File: src/rtl/adder_pipe.sv
// ---------------------------------------------------------------------------
// adder_pipe
//
// Pipelined add/subtract unit. The carry chain is cut into chunks of
// g_chunk_width bits, and each pipeline stage resolves one chunk. This lets
// wide operands close timing while still producing one result per cycle.
//
// Parameters
//   g_data_width   operand width W (>= 1)
//   g_chunk_width  carry-chain bits resolved per stage C (1..W)
//   N = ceil(W/C)  number of stages (derived). The top chunk may be narrower.
//
// Ports
//   i_clk    clock, everything on the rising edge
//   i_rst    asynchronous active-high reset
//   i_valid  input transaction valid
//   o_ready  unit accepts an input this cycle (global pipeline enable)
//   i_A      operand A, unsigned, W bits
//   i_B      operand B, unsigned, W bits
//   i_sub    0 = A+B, 1 = A-B, sampled with the operands
//   o_valid  result valid
//   i_ready  downstream accepts the result
//   o_C      result, W+1 bits (add: zero-extended sum, sub: two's complement)
// ---------------------------------------------------------------------------
module adder_pipe #(
    parameter int g_data_width  = 16,
    parameter int g_chunk_width = 4
) (
    input  logic                    i_clk,
    input  logic                    i_rst,
    input  logic                    i_valid,
    output logic                    o_ready,
    input  logic [g_data_width-1:0] i_A,
    input  logic [g_data_width-1:0] i_B,
    input  logic                    i_sub,
    output logic                    o_valid,
    input  logic                    i_ready,
    output logic [g_data_width:0]   o_C
);

    localparam int W = g_data_width;
    localparam int C = g_chunk_width;
    localparam int N = (W + C - 1) / C;

    // Per-stage state. Stage k holds the result of resolving chunk k:
    // the sum bits resolved so far, the carry out of chunk k, the still
    // unprocessed upper bits of A and of the (possibly inverted) B, and
    // the mode bit needed to form the final top bit.
    logic [N-1:0] valid_q, valid_d;
    logic [N-1:0] sub_q,   sub_d;
    logic [N-1:0] carry_q, carry_d;
    logic [W-1:0] a_q   [N];
    logic [W-1:0] a_d   [N];
    logic [W-1:0] b_q   [N];
    logic [W-1:0] b_d   [N];
    logic [W-1:0] sum_q [N];
    logic [W-1:0] sum_d [N];

    logic en;

    // Global stall: the whole pipe advances unless a finished result is
    // sitting at the output and the consumer refuses it. An empty output
    // register therefore never blocks the pipe.
    assign en      = !o_valid || i_ready;
    assign o_ready = en;

    // Next-state for every stage. Stage 0 takes its inputs from the ports
    // (subtraction is A + ~B + 1, so B is inverted and the mode bit becomes
    // the initial carry); later stages take them from the previous stage.
    // Inside each stage the chunk is a plain bit ripple, and bits that
    // have been consumed are cleared so only upper chunks travel onward.
    always_comb begin
        logic [W-1:0] src_a;
        logic [W-1:0] src_b;
        logic [W-1:0] src_sum;
        logic         src_valid;
        logic         src_sub;
        logic         carry;

        for (int k = 0; k < N; k++) begin
            src_a     = '0;
            src_b     = '0;
            src_sum   = '0;
            src_valid = 1'b0;
            src_sub   = 1'b0;
            carry     = 1'b0;

            if (k == 0) begin
                src_valid = i_valid;
                if (i_valid) begin
                    src_sub = i_sub;
                    src_a   = i_A;
                    src_b   = i_sub ? ~i_B : i_B;
                    carry   = i_sub;
                end
            end else begin
                src_valid = valid_q[k-1];
                src_sub   = sub_q[k-1];
                src_a     = a_q[k-1];
                src_b     = b_q[k-1];
                src_sum   = sum_q[k-1];
                carry     = carry_q[k-1];
            end

            for (int p = 0; p < W; p++) begin
                if ((p / C) == k) begin
                    src_sum[p] = src_a[p] ^ src_b[p] ^ carry;
                    carry      = (src_a[p] & src_b[p]) | (carry & (src_a[p] ^ src_b[p]));
                    src_a[p]   = 1'b0;
                    src_b[p]   = 1'b0;
                end
            end

            valid_d[k] = src_valid;
            sub_d[k]   = src_sub;
            carry_d[k] = carry;
            a_d[k]     = src_a;
            b_d[k]     = src_b;
            sum_d[k]   = src_sum;
        end
    end

    // Stage registers. Reset clears everything at once so no in-flight
    // result can survive; when stalled every stage simply holds, bubbles
    // included.
    always_ff @(posedge i_clk or posedge i_rst) begin
        if (i_rst) begin
            valid_q <= '0;
            sub_q   <= '0;
            carry_q <= '0;
            for (int k = 0; k < N; k++) begin
                a_q[k]   <= '0;
                b_q[k]   <= '0;
                sum_q[k] <= '0;
            end
        end else if (en) begin
            valid_q <= valid_d;
            sub_q   <= sub_d;
            carry_q <= carry_d;
            for (int k = 0; k < N; k++) begin
                a_q[k]   <= a_d[k];
                b_q[k]   <= b_d[k];
                sum_q[k] <= sum_d[k];
            end
        end
    end

    // The last stage is the output register. In subtract mode the top bit
    // is the inverted carry: a carry out means A >= B, i.e. non-negative.
    assign o_valid = valid_q[N-1];
    assign o_C     = {carry_q[N-1] ^ sub_q[N-1], sum_q[N-1]};

`ifdef USE_VERILATOR
    // Shift register of accepts that have seen an unstalled pipe every
    // cycle since; when a token reaches the last slot the result must be
    // on the output.
    logic [N-1:0] acc_hist_q;
    int unsigned  stall_len_q;

    always_ff @(posedge i_clk or posedge i_rst) begin
        if (i_rst) begin
            acc_hist_q  <= '0;
            stall_len_q <= 0;
        end else begin
            acc_hist_q[0] <= i_valid && o_ready;
            for (int k = 1; k < N; k++) begin
                acc_hist_q[k] <= acc_hist_q[k-1] && en;
            end
            stall_len_q <= (o_valid && !i_ready) ? stall_len_q + 1 : 0;
        end
    end

    a_stall_hold: assert property (@(posedge i_clk) disable iff (i_rst)
        o_valid && !i_ready |=> $stable(o_C) && o_valid);

    a_add_max: assert property (@(posedge i_clk) disable iff (i_rst)
        o_valid && !sub_q[N-1] |-> o_C <= {{W{1'b1}}, 1'b0});

    a_latency: assert property (@(posedge i_clk) disable iff (i_rst)
        acc_hist_q[N-1] |-> o_valid);

    c_sub_negative: cover property (@(posedge i_clk) disable iff (i_rst)
        o_valid && sub_q[N-1] && o_C[W]);

    c_stall_3: cover property (@(posedge i_clk) disable iff (i_rst)
        stall_len_q >= 3);
`endif

endmodule

File: config.mk
export PLATFORM = sky130hd
export DESIGN_NAME = adder_pipe
export DESIGN_NICKNAME = d
export VERILOG_FILES = /design/src/rtl/adder_pipe.sv
export SDC_FILE = /design/constraint.sdc
export NUM_CORES = 1
export LEC_CHECK = 0
export ABC_AREA = 0
export ABC_CLOCK_PERIOD_IN_PS = 4910
export BUFFER_PORTS_ARGS = -buffer_cell sky130_fd_sc_hd__buf_2
export CORE_MARGIN = 2
export CORE_UTILIZATION = 30
export CTS_BUF_LIST = sky130_fd_sc_hd__clkbuf_4
export CTS_CLUSTER_DIAMETER = 40
export DETAILED_ROUTE_END_ITERATION = 10
export PLACE_DENSITY = 0.44
export SLEW_MARGIN = 20
export SYNTH_ARGS = -nofsm -noshare
export SYNTH_HDL_FRONTEND = slang
export SYNTH_SLANG_ARGS = --single-unit
File: constraint.sdc
create_clock -name i_clk -period 4.91 [get_ports i_clk]
set_clock_uncertainty 0.2 [all_clocks]
set_input_delay 0.7365 -clock i_clk [delete_from_list [all_inputs] [get_ports i_clk]]
set_output_delay 0.7365 -clock i_clk [all_outputs]
set_load 0.01 [all_outputs]
==> results of run 1 <==
## cell usage after synthesis (all sizes together)
cell	count	area share, %
o21ai	11	1.2
mux2i	5	1.1
mux2	62	18
fa	16	6.9
and2	2	0.27
nand2b	1	0.13
xnor2	14	2.6
nor2b	1	0.19
nand2	17	1.4
buf	12	2.2
o31ai	12	1.9
nor2	2	0.16
dfrtp	100	54
nor3b	9	1.5
inv	26	2.2
clkbuf	9	0.73
a21oi	9	1.7
nand3b	23	3.7
xor2	3	0.57
## worst max-delay path by stage
stage | startpoint | end | slack (ns) | cells after the start
2_1_floorplan | i_rst | a_d[28]$_DFFE_PP0P_ | 1.35 | 1
3_3_place_gp | i_valid | sum_d[35]$_DFFE_PP0P_ | 1.70 | 8
3_5_place_dp | i_valid | sum_d[35]$_DFFE_PP0P_ | 1.68 | 8
4_1_cts | i_ready | o_ready | 1.85 | 4
5_1_grt | i_ready | o_ready | 1.76 | 4
6_report | i_ready | o_ready | 1.87 | 4
## cell families after synthesis
kind of cell,count (synthesis),synth area share [%]
DFF,100,53.9
adders and majority gates,16,6.90
muxes,67,18.8
AOI/OAI and AO/OA,32,4.82
and+or+nand+nor,55,7.30
buffers and inverters,47,5.07
xor gates and xnor gates,17,3.21
## per-layer routing
| layer | up-vias | wire [um] | part of all wire, % | GRT usage [%] |
|---|---|---|---|---|
| met5 | - | 0 | 0 | 0 |
| met4 | 0 | 172 | 1.8 | 5.30 |
| met3 | 11 | 289 | 3.1 | 2.66 |
| met2 | 40 | 4200 | 45 | 18.4 |
| met1 | 1308 | 4720 | 50 | 17.7 |
| li1 | 1217 | - | - | - |
## worst reg2reg max path: cells and delay by family (launching register included)
family / cells / cell delay, ns
buffers and inverters: 3 / 1.22
muxes: 1 / 0.37
and+or+nand+nor: 1 / 0.20
DFF: 1 / 0.39
## final cells by class
class	instances	area [um^2]	area share, %
tap	188	235	4.51
timing repair buffer	59	305	5.86
sequential	100	2500	48.0
multi-input combinational	187	1910	36.6
clock buffer	10	75.1	1.44
clock inverter	6	78.8	1.51
inverter	26	103	1.97
antenna	1	2.50	0.0480
## where the power goes
group / total [mW] / internal (mW) / switching [mW]
Sequential: 1.33 / 1.14 / 0.184
Combinational: 1.00 / 0.544 / 0.458
Clock: 0.486 / 0.208 / 0.278
## registers in the layout (all words and copies together) (netlist names)
name	cells
b_d	12
a_q	12
sum_d	24
o_C	16
sub_q	4
b_q	12
valid_q	4
carry_q	4
a_d	12
==> results.json, run 1 <==
{
  "r2r-end": "sum_d[22]$_DFFE_PP0P_",
  "overflow": 0,
  "antenna_left": 0,
  "clockBufferDepth": 2,
  "setup-tns-final_ns": 0,
  "grt_pass1_wl_um": 15600,
  "vdd.ir_drop.worst_v": 0.000149,
  "arrival_ns": 2.11,
  "synth_nets": 387,
  "syn2layout_area_growth_pct": 12.3,
  "cpPeakStageDelay_ns": 0.50,
  "clk_latency_ns": 0.46,
  "cap_violations": 0,
  "relSlewSlack_pct": 43.8,
  "cp_common_cell": "buf_2",
  "yosys_register_bits": 100,
  "drt_iter0_markers": 117,
  "cpMaxStageDelayCell": "buf_2",
  "path_max_fanout": 37,
  "grt_pass1_vias": 2805,
  "fillCellCount": 1491,
  "cts.sinks": 100,
  "final_cell_mix": "dfrtp_1, buf_2, mux2_4",
  "setup_slack_ns": 1.87,
  "finish.net_count": 436,
  "outcome": "completed",
  "place_area_mm2": 0.00505,
  "synthCells": 334,
  "hpwl_um": 6000,
  "finalCritPeriodShare_pct": 62.0,
  "place.gp.congestion": 0.738,
  "cts_tree": "yes",
  "tightest_slew_ns": 0.844,
  "postCtsSetupRepairBufs": 0,
  "reg2reg_slack_ns": 2.45,
  "cts_buffers": 9,
  "layout_commonest_cell": "dfrtp_1",
  "timing.rr.start": "valid_q[3]$_DFFE_PP0P_",
  "initial_utilization_pct": 30.6,
  "worstSetupPathType": "input port to primary output",
  "power_mw": 2.81,
  "min_period_ns": 3.04,
  "worst_hold_slack_ns": 0.233,
  "drive_gt1_share_pct": 30.2,
  "ys_types": 25,
  "min_path_type": "input port to async pin",
  "io_pins": 56,
  "reg2regPathDepth": 5,
  "setup_viol_count_final": 0,
  "die_area_mm2": 0.0165,
  "fin_util_pct": 34.4,
  "path_cells": "buf_2, nor2b_4, inv_4, buf_2",
  "place_ws_ns": 1.68,
  "wire_per_inst_um": 16.2,
  "crit_path_end_kind": "primary output",
  "power_density_mw_per_mm2": 540,
  "antenna_found_initial": 1,
  "wl_um": 9380,
  "rsz0062_at_grt": "false",
  "vias": 2576,
  "final_cells": 577,
  "post_cts_resized": 0,
  "rows": 45,
  "required_ns": 3.97,
  "cts.htree.levels": 3,
  "via_per_inst": 4.46,
  "grt_max_degree": 69,
  "ys_warn_count": 0,
  "dr.pass1.iters": 4,
  "cts_hold_buffers": 0,
  "clockRootBuffer": "clkbuf_4",
  "drcViolationCount": 0,
  "max_freq_ghz": 0.329,
  "final_max_slew_viol_count": 0,
  "dieWidth_um": 128,
  "avgSynthCellArea_um2": 13.9,
  "dpl.cell_count": 560,
  "grt_util_all_layers_pct": 12.4,
  "port_buffers": 55,
  "stdcell_area_mm2": 0.00521,
  "p_leak_nw": 2.45,
  "core_mm2": 0.0151,
  "cp-start-kind": "input port",
  "clkSlewWorstSetupHoldPaths_ns": 0.16,
  "netlist_area_mm2": 0.00464,
  "ys_seq_area_share_pct": 53.9,
  "hold_violations": 0,
  "crit_family": "buffers and inverters",
  "cp_num_buf_inv": 3,
  "die_h_um": 128
}
(Power assumes the default switching activity.)
==> run 2: changes to the inputs <==
--- a/config.mk
+++ b/config.mk
@@ -6,7 +6,7 @@
 export NUM_CORES = 1
 export LEC_CHECK = 0
 export ABC_AREA = 0
-export ABC_CLOCK_PERIOD_IN_PS = 4910
+export ABC_CLOCK_PERIOD_IN_PS = 3110
 export BUFFER_PORTS_ARGS = -buffer_cell sky130_fd_sc_hd__buf_2
 export CORE_MARGIN = 2
 export CORE_UTILIZATION = 30
==> constraint.sdc (replaced) <==
create_clock -name i_clk -period 3.11 [get_ports i_clk]
set_clock_uncertainty 0.2 [all_clocks]
set_input_delay 0.4665 -clock i_clk [delete_from_list [all_inputs] [get_ports i_clk]]
set_output_delay 0.4665 -clock i_clk [all_outputs]
set_load 0.01 [all_outputs]
==> run 2 against run 1 <==
Sequential share of layout area shrank 1.1 points. Worst hold slack worse by 0.18 ns. Sequential cell count unchanged. Cell count rose by 1.0%. Non-clock buffer count rose by 6. Clock power rose by 76%. Core utilization is 0.79 points higher. Register-to-register slack worse by 1.7 ns. Combinational power increased by 60%. Critical endpoint is now o_C[15]$_DFFE_PP0P_. Largest cell class unchanged. Highest routed layer unchanged.
==> results.json, run 2 (same netlist as run 1, synthesis figures left out) <==
{
  "grt_pass1_vias": 2742,
  "drive_gt1_share_pct": 31.7,
  "grt_max_degree": 54,
  "vias": 2549,
  "hpwl_um": 6100,
  "drcViolationCount": 0,
  "clockRootBuffer": "clkbuf_4",
  "cp_common_cell": "fa_1",
  "arrival_ns": 2.57,
  "cts_tree": "yes",
  "rsz0062_at_grt": "false",
  "cts.htree.levels": 3,
  "cts.sinks": 100,
  "clockBufferDepth": 2,
  "grt_util_all_layers_pct": 11.9,
  "crit_path_end_kind": "flop",
  "grt_pass1_wl_um": 15000,
  "via_per_inst": 4.37,
  "final_cell_mix": "dfrtp_1, buf_2, mux2_4",
  "initial_utilization_pct": 30.6,
  "path_max_fanout": 2,
  "port_buffers": 55,
  "max_freq_ghz": 0.418,
  "overflow": 0,
  "rows": 45,
  "core_mm2": 0.0151,
  "dpl.cell_count": 565,
  "required_ns": 3.29,
  "worstSetupPathType": "flop to flop",
  "clkSlewWorstSetupHoldPaths_ns": 0.17,
  "relSlewSlack_pct": 55.1,
  "dr.pass1.iters": 4,
  "drt_iter0_markers": 88,
  "outcome": "completed",
  "die_area_mm2": 0.0165,
  "postCtsSetupRepairBufs": 0,
  "io_pins": 56,
  "place.gp.congestion": 0.708,
  "clk_latency_ns": 0.44,
  "dieWidth_um": 128,
  "layout_commonest_cell": "dfrtp_1",
  "cts_buffers": 9,
  "min_path_type": "input port to flop",
  "finalCritPeriodShare_pct": 76.9,
  "cp-start-kind": "flop",
  "cap_violations": 0,
  "cpMaxStageDelayCell": "fa_1",
  "syn2layout_area_growth_pct": 14.9,
  "antenna_left": 0,
  "setup_viol_count_final": 0,
  "antenna_found_initial": 1,
  "wl_um": 9000,
  "final_max_slew_viol_count": 0,
  "p_leak_nw": 2.50,
  "setup-tns-final_ns": 0,
  "power_density_mw_per_mm2": 853,
  "path_cells": "inv_1, fa_1, inv_1, fa_1, fa_1, inv_1, fa_1, a21oi_2",
  "final_cells": 583,
  "min_period_ns": 2.39,
  "hold_violations": 0,
  "cpPeakStageDelay_ns": 0.42,
  "vdd.ir_drop.worst_v": 0.000194,
  "finish.net_count": 442,
  "tightest_slew_ns": 0.672,
  "die_h_um": 128,
  "largest_reg_flops": 24,
  "wire_per_inst_um": 15.4,
  "fin_util_pct": 35.2
}
==> run 2: cell types whose count changed in the layout (fill, tap and decap cells not counted) <==
cell           before  now
buf_12              0    3
buf_4               4    6
bufinv_16           2    3
clkinv_1            3    0
clkinvlp_4          1    4
dlygate4sd3_1       0    1
inv_4               2    1
==> run 2: worst max-delay path, delay by kind of cell, from the launching register on <==
kind / cells / cell delay, ns
flip-flops: 1 / 0.39
buffers and inverters: 3 / 0.24
AO/OA/AOI/OAI: 1 / 0.12
adder cells (fa/ha/maj): 4 / 1.39
==> run 2: routing by layer <==
layer  up-vias  wire, um  global-route usage (%)
li1       1234         -                       -
met1      1276      4590                    17.2
met2        33      4050                    17.8
met3         6       259                    2.45
met4         0       105                    3.88
met5         -         0                       0
==> run 2: stage by stage <==
stage | hold slack (ns) | instance area, um^2 | worst slack, ns | power [mW]
6_report | 0.0555 | 5330 | 0.719 | 4.55
4_1_cts | 0.0234 | 5330 | 0.710 | 4.63
5_1_grt | 0.0121 | 5330 | 0.587 | 4.90
2_1_floorplan | 0.230 | 4650 | 0.277 | 3.28
3_3_place_gp | 0.242 | 5130 | 0.335 | 3.73
3_5_place_dp | 0.255 | 5130 | 0.277 | 3.77
==> run 2: final cells by class <==
cell class	count	area, um^2
Antenna cell	1	2.50
Clock buffer	10	75.1
Clock inverter	6	113
Fill cell	1498	9810
Inverter	26	104
Multi-Input combinational cell	187	1910
Sequential cell	100	2500
Tap cell	188	235
Timing Repair Buffer	65	390
==> run 2: path summary, 6_finish.rpt <==
| kind | startpoint | end | slack (ns) | cells past startpoint |
|---|---|---|---|---|
| max in group asynchronous | i_rst | b_q[54]$_DFFE_PP0P_ | 1.55 | 4 |
| worst min register to register | valid_q[2]$_DFFE_PP0P_ | valid_q[3]$_DFFE_PP0P_ | 0.28 | 1 |
| worst max-delay path | carry_q[2]$_DFFE_PP0P_ | o_C[15]$_DFFE_PP0P_ | 0.72 | 8 |
| worst max register to register | carry_q[2]$_DFFE_PP0P_ | o_C[15]$_DFFE_PP0P_ | 0.72 | 8 |
| worst min-delay path | i_A[6] | a_q[54]$_DFFE_PP0P_ | 0.06 | 3 |
| min in group asynchronous | i_rst | a_d[44]$_DFFE_PP0P_ | 0.45 | 3 |
==> run 2: where the power goes <==
group / internal, mW / switching (mW) / total, mW
combinational: 0.885 / 0.715 / 1.60
sequential: 1.80 / 0.289 / 2.09
clock: 0.416 / 0.441 / 0.857
total: 3.10 / 1.45 / 4.55
==> run 2: what timing repair did <==
action,4_1_cts,5_1_grt
resized for setup,0,0
hold buffers,1,0
endpoints found under the setup margin,0,0
endpoints found under the hold margin,26,0
